### src/rtl/oven_key_conditioner.sv
// Oven key front end: synchronise/debounce two active-low keys, classify tap/chord/hold, decode step switches.
// Optional auto-repeat while a key is held is compiled in with `define OVEN_KEY_AUTOREPEAT_EN.
module oven_key_conditioner #(
    parameter int DEBOUNCE_CYCLES = 500000,
    parameter int CHORD_WINDOW    = 2500000
`ifdef OVEN_KEY_AUTOREPEAT_EN
    ,
    parameter int REPEAT_DELAY    = 25000000,
    parameter int REPEAT_PERIOD   = 10000000
`endif
) (
    input  logic       clk,
    input  logic       rst_n,
    input  logic       en,
    input  logic       key0,
    input  logic       key1,
    input  logic [5:0] sw,
    output logic       inc_pulse,
    output logic       dec_pulse,
    output logic       confirm_pulse,
    output logic [2:0] step_idx,
    output logic       keys_busy
);

    localparam int DB_W = $clog2(DEBOUNCE_CYCLES + 1);
    localparam logic [DB_W-1:0] DB_LAST = DB_W'(DEBOUNCE_CYCLES - 1);

`ifdef OVEN_KEY_AUTOREPEAT_EN
    localparam int RPT_MAX = (REPEAT_DELAY > REPEAT_PERIOD) ? REPEAT_DELAY : REPEAT_PERIOD;
    localparam int WIN_MAX = (CHORD_WINDOW > RPT_MAX) ? CHORD_WINDOW : RPT_MAX;
`else
    localparam int WIN_MAX = CHORD_WINDOW;
`endif
    localparam int WIN_W = $clog2(WIN_MAX + 1);
    localparam logic [WIN_W-1:0] WIN_LAST = WIN_W'(CHORD_WINDOW - 1);
`ifdef OVEN_KEY_AUTOREPEAT_EN
    localparam logic [WIN_W-1:0] RPT_FIRST = WIN_W'(REPEAT_DELAY - 1);
    localparam logic [WIN_W-1:0] RPT_NEXT  = WIN_W'(REPEAT_PERIOD - 1);
`endif

    typedef enum logic [1:0] {IDLE, ONE, HELD, CHORD} state_t;

    // Index 0 is key0 (increment), index 1 is key1 (decrement).
    logic [1:0]      key_p0, key_p1;
    logic [5:0]      sw_p0, sw_p1;
    logic [DB_W-1:0] db_cnt [2];
    logic [1:0]      stable;
    logic [1:0]      press_evt;

    state_t          state;
    logic            first;
    logic [WIN_W-1:0] win_cnt;
`ifdef OVEN_KEY_AUTOREPEAT_EN
    logic [WIN_W-1:0] rep_cnt;
`endif

    logic other_press;
    logic first_rel;
    logic both_rel;

    function automatic logic [2:0] step_decode(input logic [5:0] s);
        logic [2:0] idx;
        idx = 3'd0;
        if (!s[5]) begin
            case (s[4:0])
                5'b00001: idx = 3'd1;
                5'b00010: idx = 3'd2;
                5'b00100: idx = 3'd3;
                5'b01000: idx = 3'd4;
                5'b10000: idx = 3'd5;
                default:  idx = 3'd0;
            endcase
        end
        return idx;
    endfunction

    // Stage p0/p1: two-flop synchronisers
    always_ff @(posedge clk or negedge rst_n) begin
        if (!rst_n) begin
            key_p0 <= 2'b11;
            key_p1 <= 2'b11;
            sw_p0  <= 6'd0;
            sw_p1  <= 6'd0;
        end else begin
            key_p0 <= {key1, key0};
            key_p1 <= key_p0;
            sw_p0  <= sw;
            sw_p1  <= sw_p0;
        end
    end

    // Debounce: stable level flips after DEBOUNCE_CYCLES consecutive differing samples
    always_ff @(posedge clk or negedge rst_n) begin
        if (!rst_n) begin
            for (int k = 0; k < 2; k++) db_cnt[k] <= '0;
            stable    <= 2'b11;
            press_evt <= 2'b00;
        end else begin
            for (int k = 0; k < 2; k++) begin
                press_evt[k] <= 1'b0;
                if (key_p1[k] == stable[k]) begin
                    db_cnt[k] <= '0;
                end else if (db_cnt[k] == DB_LAST) begin
                    db_cnt[k]    <= '0;
                    stable[k]    <= ~stable[k];
                    press_evt[k] <= stable[k];
                end else begin
                    db_cnt[k] <= db_cnt[k] + DB_W'(1);
                end
            end
        end
    end

    always_ff @(posedge clk or negedge rst_n) begin
        if (!rst_n) step_idx <= 3'd0;
        else        step_idx <= step_decode(sw_p1);
    end

    assign other_press = first ? press_evt[0] : press_evt[1];
    assign first_rel   = first ? stable[1] : stable[0];
    assign both_rel    = &stable;

    // Classifier: strobes are registered alongside the state they accompany
    always_ff @(posedge clk or negedge rst_n) begin
        if (!rst_n) begin
            state         <= IDLE;
            first         <= 1'b0;
            win_cnt       <= '0;
`ifdef OVEN_KEY_AUTOREPEAT_EN
            rep_cnt       <= '0;
`endif
            inc_pulse     <= 1'b0;
            dec_pulse     <= 1'b0;
            confirm_pulse <= 1'b0;
            keys_busy     <= 1'b0;
        end else begin
            inc_pulse     <= 1'b0;
            dec_pulse     <= 1'b0;
            confirm_pulse <= 1'b0;
            if (!en) begin
                state     <= IDLE;
                keys_busy <= 1'b0;
            end else begin
                case (state)
                    IDLE: begin
                        if (&press_evt) begin
                            state         <= CHORD;
                            confirm_pulse <= 1'b1;
                            keys_busy     <= 1'b1;
                        end else if (|press_evt) begin
                            state     <= ONE;
                            first     <= press_evt[1];
                            win_cnt   <= '0;
                            keys_busy <= 1'b1;
                        end
                    end
                    ONE: begin
                        // A second press beats a same-cycle release of the first key.
                        if (other_press) begin
                            state         <= CHORD;
                            confirm_pulse <= 1'b1;
                        end else if (first_rel) begin
                            state     <= IDLE;
                            keys_busy <= 1'b0;
                            inc_pulse <= ~first;
                            dec_pulse <= first;
                        end else if (win_cnt == WIN_LAST) begin
                            state     <= HELD;
                            inc_pulse <= ~first;
                            dec_pulse <= first;
`ifdef OVEN_KEY_AUTOREPEAT_EN
                            rep_cnt   <= RPT_FIRST;
`endif
                        end else begin
                            win_cnt <= win_cnt + WIN_W'(1);
                        end
                    end
                    HELD: begin
                        if (both_rel) begin
                            state     <= IDLE;
                            keys_busy <= 1'b0;
                        end
`ifdef OVEN_KEY_AUTOREPEAT_EN
                        else if (rep_cnt == '0) begin
                            rep_cnt   <= RPT_NEXT;
                            inc_pulse <= ~first & ~first_rel;
                            dec_pulse <= first & ~first_rel;
                        end else begin
                            rep_cnt <= rep_cnt - WIN_W'(1);
                        end
`endif
                    end
                    CHORD: begin
                        if (both_rel) begin
                            state     <= IDLE;
                            keys_busy <= 1'b0;
                        end
                    end
                    default: begin
                        state     <= IDLE;
                        keys_busy <= 1'b0;
                    end
                endcase
            end
        end
    end

endmodule

### config.mk
export PLATFORM = sky130hd
export DESIGN_NAME = oven_key_conditioner
export DESIGN_NICKNAME = d
export VERILOG_FILES = /design/src/rtl/oven_key_conditioner.sv
export SDC_FILE = /design/constraint.sdc
export NUM_CORES = 1
export LEC_CHECK = 0
export ABC_AREA = 1
export CAP_MARGIN = 20
export CORE_MARGIN = 10
export CORE_UTILIZATION = 40
export CTS_BUF_LIST = sky130_fd_sc_hd__clkbuf_4 sky130_fd_sc_hd__clkbuf_8
export CTS_CLUSTER_DIAMETER = 30
export DETAILED_ROUTE_END_ITERATION = 6
export HOLD_SLACK_MARGIN = 0.12
export PLACE_DENSITY = 0.55
export REMOVE_ABC_BUFFERS = 1
export SETUP_SLACK_MARGIN = 0.3
export SLEW_MARGIN = 20
export SYNTH_ARGS = -nofsm -noshare
export SYNTH_HDL_FRONTEND = slang
export SYNTH_SLANG_ARGS = --single-unit
### constraint.sdc
create_clock -name clk -period 1.7 [get_ports clk]
set_clock_uncertainty 0.2 [all_clocks]
set_input_delay 0.34 -clock clk [delete_from_list [all_inputs] [get_ports clk]]
set_output_delay 0.34 -clock clk [all_outputs]
set_load 0.05 [all_outputs]
==> impl_metrics.yaml, run 1 <==
outcome:
  outcome: "completed"
timing:
  finalSetupTns_ns: 0
  worstMarginPinSlew_ns: 0.4636
  fin_crit_ns: 1.698
  setup_repair_after_global_routing_missed_its_margin: "true"
  timing.final.ws_setup_ns: 0.001778
  hold_viol: 0
  finalCritPeriodShare: 0.9990
  setup_violations: 0
  final-max-slew-violation-count: 0
  fmax_mhz: 588.9
  timing.max_slew.rel_slack: 0.6910
cts:
  path_clk_slew_ns: 0.09
  number_of_sinks_handled_by_clock_tree_synthesis: 90
  clkLatencyLatePin_ns: 0.37
  clock_buffer_count_from_cts: 9
  ctsRootBufferMaster: "clkbuf_8"
  ctsLongestPathBuffers: 2
  cts_tree: "built"
  h_tree_lvl_count: 3
synthesis:
  yosys.area.top_type_share: 0.4533
  ys_types: 36
  synth_edf_count: 0
  ys_seq_area_frac: 0.4873
  ys.flop_type: "dfrtp_1"
  syn_area_per_cell_um2: 8.178
  synth.largest_area_cell: "dfrtp_1"
  netlist_top_cells_area: "dfrtp_1, nand2_1, nor2_1, inv_1, dfstp_2"
  ys_ff_latch: 90
  yosys_warnings: 0
  synth-async-reset-ratio: 1.000
  postSynthCellCount: 567
  netlist_area_um2: 4637
global_route:
  all_layer_gr_usage: 0.1326
  grt_overflow_total: 0
  grt_antenna_before_repair: 0
  number_of_global_route_vias_before_repair: 3930
  global_route_wire_length_before_repair_um: 17980
  grt_start_max_net_pins: 34
power_and_ir_drop:
  leakage_nw: 2.941
  cell_internal_pwr_w: 0.003505
  powerDensity_nw_per_um2: 744.1
  power.ir.vdd_worst_mv: 0.6735
  pwr-share-seq: 0.475
  power.share.clock: 0.280
  power_w: 0.004977
  power.switching_w: 0.001472
  power.share.combinational: 0.245
  switching_share: 0.2958
critical_path:
  rr_worst_depth: 8
  startpoint: "state[1]$_DFFE_PN0P_"
  timing.critical_path.from_type: "register"
  crit_fanout: 6
  critical_path.endpoint_type: "register"
  r2r_startpoint: "state[1]$_DFFE_PN0P_"
  worstPathRequired_ns: 1.79
  setup.worst_path.class: "reg2reg"
  data_arrival_time_of_the_worst_path_ns: 1.79
detailed_routing:
  detailedRoute.firstIterationViolations: 178
  route.vias.total: 4035
  wl_um: 10910
  route.detailed.drc: 0
  detail_route.first_pass.iterations: 4
  route.detailed.vias_per_inst: 4.827
  antenna_violation_net_count_after_detailed_routing: 0
  drt-wirelength-per-cell_um: 13.05
floorplanning:
  initial_utilization: 0.4078
  coreArea_um2: 11370
  chipWidth_um: 127.7
  ioPinCount: 18
  floorplan_die_height_um: 127.7
  die_area_um2: 16300
  std_cell_rows: 39
hold_path:
  hold_path_depth: 0
  hp-class: "reg2reg"
  hold_path.startpoint: "sw_p0[4]$_DFF_PN0_"
cells_and_area:
  n_antenna_cell: 0
  final_area_um2: 6689
  flow.area_growth_from_synthesis_pct: 44.25
  fin_util: 0.5883
  fin_nets: 702
  drive_gt1_frac: 0.4012
place:
  detailed_place.area_um2: 5492
  gp_routability_congestion: 0.8527
  post_place_setup_slack_ns: -0.2640
  detailed_placement_hpwl_um: 7202
  port_buffers: 17
flow_run:
  max_cap_viol_count: 0
-- final timing paths --
kind | end | slack, ns
max reg2reg | win_cnt[4]$_DFFE_PN0P_ | 0.002
min in group asynchronous | sw_p1[3]$_DFF_PN0_ | 0.26
min reg2reg | sw_p1[4]$_DFF_PN0_ | 0.15
min | sw_p1[4]$_DFF_PN0_ | 0.15
max | win_cnt[4]$_DFFE_PN0P_ | 0.002
max in group asynchronous | win_cnt[8]$_DFFE_PN0P_ | 0.51
-- flip-flops by register name (all words and copies together) (netlist names), 2 cells and up --
| signal | cells |
|---|---|
| press_evt | 2 |
| key_p0 | 2 |
| key_p1 | 2 |
| step_idx | 3 |
| win_cnt | 22 |
| stable | 2 |
| db_cnt | 38 |
| sw_p1 | 6 |
| state | 2 |
| sw_p0 | 6 |
-- repair_timing --
action                                 4_1_cts  5_1_grt
gates cloned                                 1        0
resized for setup                          112       80
pin swaps                                   37       35
endpoints found under the hold margin       83        0
hold buffers                                 1        0
setup endpoints to repair                   77       79
buffers inserted                            23       14
-- cell usage in the layout (no fill, tap or decap), types with 4 or more instances in the layout --
master / count
nor3_4: 4
nand2_1: 114
nand2_2: 26
nand4_1: 23
dfrtp_2: 9
nor2_2: 13
nand3_4: 5
nand2_4: 5
buf_4: 66
nor3_2: 6
xor2_1: 14
dfstp_2: 6
o21ai_2: 17
nor2_4: 22
dfrtp_1: 75
nor3_1: 7
a21oi_1: 10
nand3_2: 9
inv_2: 6
buf_6: 28
o21ai_1: 8
inv_1: 59
clkbuf_8: 11
nor2_1: 59
nand3_1: 16
xnor2_1: 10
buf_12: 12
o21ai_0: 6
clkdlybuf4s50_1: 9
-- metal layers --
layer,GRT usage,wire (um)
met4,0.03444,85
met2,0.2221,5494
met3,0.04053,365
met1,0.1624,4968
met5,0,0
-- synth_stat cells, types with 3 or more instances --
cell type / number
nand2_1: 138
nor2_1: 85
dfrtp_1: 84
inv_1: 65
nand3_1: 27
nand4_1: 23
xor2_1: 18
o21ai_0: 15
nor3_1: 14
a21oi_1: 13
xnor2_1: 12
o21ai_2: 10
dfstp_2: 6
nand2_2: 6
o21ai_1: 6
nor2_4: 5
buf_2: 4
inv_2: 4
nor2_2: 4
ha_1: 3
nor3_2: 3
nor4_1: 3
-- per-stage QoR --
| stage | hold slack, ns | std cells |
|---|---|---|
| floorplan | -0.1556 | 560 |
| global placement | 0.1261 | 781 |
| detailed placement | 0.1275 | 781 |
| CTS | 0.1555 | 822 |
| global route | 0.1526 | 836 |
| finish | 0.1526 | 836 |
-- worst max-delay path, cell delays in order, from the launching register on --
cell and delay [ns]:
dfrtp_1 0.41, nor2_2 0.15, nand2_2 0.09, inv_2 0.07, nand2_2 0.07, a21oi_4 0.24
nand2_8 0.13, buf_4 0.16, o21ai_2 0.10
-- layout make-up --
| cell class | instances | area (um^2) |
|---|---|---|
| fill | 967 | 4681 |
| sequential | 90 | 2271 |
| clock inverter | 2 | 13.76 |
| clock buffer | 14 | 173.9 |
| tap | 143 | 178.9 |
| timing repair buffer | 116 | 1151 |
| inverter | 69 | 284.0 |
| multi-input combinational | 402 | 2616 |
-- logic make-up (layout without fill, tap and decap cells) --
| logic type | count (synthesis) | in the layout | synth area share |
|---|---|---|---|
| AOI/OAI and AO/OA | 50 | 50 | 0.06719 |
| buffers and inverters | 76 | 201 | 0.06826 |
| xor gates and xnor gates | 30 | 30 | 0.05666 |
| adders and majority gates | 3 | 3 | 0.008096 |
| muxes | 1 | 1 | 0.002428 |
| DFF | 90 | 90 | 0.4873 |
| and+or+nand+nor | 317 | 318 | 0.3100 |
-- power groups by stage --
stage / Combinational [W] / Sequential (W) / Clock (W)
2_1_floorplan: 0.000413 / 0.00243 / 0
3_3_place_gp: 0.000908 / 0.00239 / 0
3_5_place_dp: 0.000928 / 0.00239 / 0
4_1_cts: 0.00112 / 0.00236 / 0.00146
5_1_grt: 0.00133 / 0.00238 / 0.00154
6_report: 0.00122 / 0.00237 / 0.00139
Note: power is estimated with default switching activity, not from simulation.
==> run 2: changes to the inputs <==
- CAP_MARGIN: 20 -> not set
==> results of run 2 <==
No change in the layout: final DEF, timing and power equal those of run 1.
==> run 3: changes to the inputs <==
- PLACE_DENSITY: 0.55 -> not set
- PLACE_DENSITY_LB_ADDON: not set -> 0.1
==> impl_metrics.yaml, run 3 (synthesized netlist as in run 1, its figures left out) <==
cts:
  h_tree_lvl_count: 3
  ctsRootBufferMaster: "clkbuf_8"
  path_clk_slew_ns: 0.09
  clkLatencyLatePin_ns: 0.37
  ctsLongestPathBuffers: 2
  number_of_sinks_handled_by_clock_tree_synthesis: 90
  cts_tree: "built"
  clock_buffer_count_from_cts: 9
timing:
  setup_violations: 3
  timing.max_slew.rel_slack: 0.7637
  finalSetupTns_ns: -0.003048
  fin_crit_ns: 1.701
  hold_viol: 0
  finalCritPeriodShare: 1.001
  final-max-slew-violation-count: 0
  setup_repair_after_global_routing_missed_its_margin: "true"
  fmax_mhz: 587.7
  worstMarginPinSlew_ns: 0.3544
  timing.final.ws_setup_ns: -0.001500
outcome:
  failing_checks: "setup timing"
  outcome: "complete, but fails checks"
cells_and_area:
  leading_cell_types_in_the_layout_fill_and_taps_excluded: "nand2_1, dfrtp_1, buf_4, inv_1, nor2_1"
  drive_gt1_frac: 0.4142
  fin_nets: 697
  flow.area_growth_from_synthesis_pct: 45.93
  largest_registers: "db_cnt (38), win_cnt (22)"
  largest_reg_flops: 38
  n_antenna_cell: 0
  most_common_cell_after_layout_fill_and_taps_aside: "nand2_1"
  registers.top_by_ff_count: "db_cnt"
detailed_routing:
  wl_um: 11020
  antenna_violation_net_count_after_detailed_routing: 0
  detailedRoute.firstIterationViolations: 152
  route.detailed.vias_per_inst: 4.819
  route.detailed.drc: 0
  drt-wirelength-per-cell_um: 13.26
  route.vias.total: 4005
  detail_route.first_pass.iterations: 5
critical_path:
  data_arrival_time_of_the_worst_path_ns: 1.81
  worstPathCellList: "ha_4, nand3_4, nor2_4, nand4_1, nand2_4, clkbuf_16, nand2_1, o21ai_1"
  crit_fanout: 10
  critical_path.top_delay_family: "simple AND/OR/NAND/NOR gates"
  critical_path_buf_inv_count: 1
  worst_path_largest_cell_delay_ns: 0.41
  critical-path-slowest-cell: "dfrtp_1"
  setup.worst_path.class: "reg2reg"
  worstPathRequired_ns: 1.80
  timing.critical_path.from_type: "register"
  critical_path.endpoint_type: "register"
global_route:
  all_layer_gr_usage: 0.1337
  grt_antenna_before_repair: 0
  number_of_global_route_vias_before_repair: 3966
  global_route_wire_length_before_repair_um: 18070
  grt_overflow_total: 0
  grt_start_max_net_pins: 35
power_and_ir_drop:
  power_w: 0.005425
  powerDensity_nw_per_um2: 801.7
  leakage_nw: 3.003
  power.ir.vdd_worst_mv: 0.7355
floorplanning:
  chipWidth_um: 127.7
  floorplan_die_height_um: 127.7
  std_cell_rows: 39
  initial_utilization: 0.4078
  ioPinCount: 18
  die_area_um2: 16300
  coreArea_um2: 11370
flow_run:
  max_cap_viol_count: 0
place:
  detailed_placement_hpwl_um: 7264
  port_buffers: 17
  gp_routability_congestion: 0.8270
hold_path:
  hp-class: "reg2reg"
-- run 3: area by class of cell --
cell class	count	area, um^2
fill	955	4603
multi-input combinational	402	2700
sequential	90	2268
timing repair buffer	111	1105
inverter	69	271.5
tap	143	178.9
clock buffer	11	138.9
clock inverter	5	103.9
-- run 3: where the power goes --
part	internal, W	leakage [nW]	total (W)	switching (W)
Sequential	0.00225	1.19	0.00237	0.000120
Combinational	0.000609	1.69	0.00129	0.000678
Clock	0.00101	0.124	0.00177	0.000755
Total	0.00387	3.00	0.00542	0.00155
-- run 3: repair_timing --
action	4_1_cts	5_1_grt
setup endpoints to repair	77	78
cloned	1	2
setup buffers	17	16
gates resized for setup	89	123
hold endpoints to repair	89	0
hold buffers	1	0
pin swaps	35	35
-- run 3: final timing paths --
kind / startpoint / end / slack (ns) / depth (start not counted)
worst max-delay path: win_cnt[0]$_DFFE_PN0P_ / win_cnt[10]$_DFFE_PN0P_ / -0.001 / 8
worst min-delay path: sw_p0[0]$_DFF_PN0_ / sw_p1[0]$_DFF_PN0_ / 0.15 / 0
worst max register to register: win_cnt[0]$_DFFE_PN0P_ / win_cnt[10]$_DFFE_PN0P_ / -0.001 / 8
worst min register to register: sw_p0[0]$_DFF_PN0_ / sw_p1[0]$_DFF_PN0_ / 0.15 / 0
max in group asynchronous: rst_n / key_p0[1]$_DFF_PN1_ / 0.54 / 3
min in group asynchronous: rst_n / sw_p0[0]$_DFF_PN0_ / 0.22 / 2
-- run 3: stage by stage --
stage	instance area, um^2	util	setup slack, ns	hold WS [ns]	instances
2_1_floorplan	4579	-	0.02403	-0.1556	560
3_3_place_gp	5456	0.4799	-0.2318	0.07774	778
3_5_place_dp	5456	0.4799	-0.2768	0.08000	778
4_1_cts	6148	0.5408	0.04503	0.1516	813
5_1_grt	6766	0.5951	-0.1109	0.1432	831
6_report	6766	0.5951	-0.001500	0.1492	831
-- run 3: worst reg2reg max path, stage by stage (launching register included) --
cell and delay [ns]:
dfrtp_1 0.41, ha_4 0.17, nand3_4 0.11, nor2_4 0.12, nand4_1 0.18, nand2_4 0.16
clkbuf_16 0.18, nand2_1 0.05, o21ai_1 0.06
-- run 3: metal layers --
| metal | track usage | routed length [um] | up-vias |
|---|---|---|---|
| met5 | 0 | 0 | - |
| met4 | 0.04040 | 138 | 0 |
| met3 | 0.03681 | 355 | 9 |
| met2 | 0.2245 | 5634 | 38 |
| met1 | 0.1635 | 4890 | 1912 |
| li1 | - | - | 2046 |
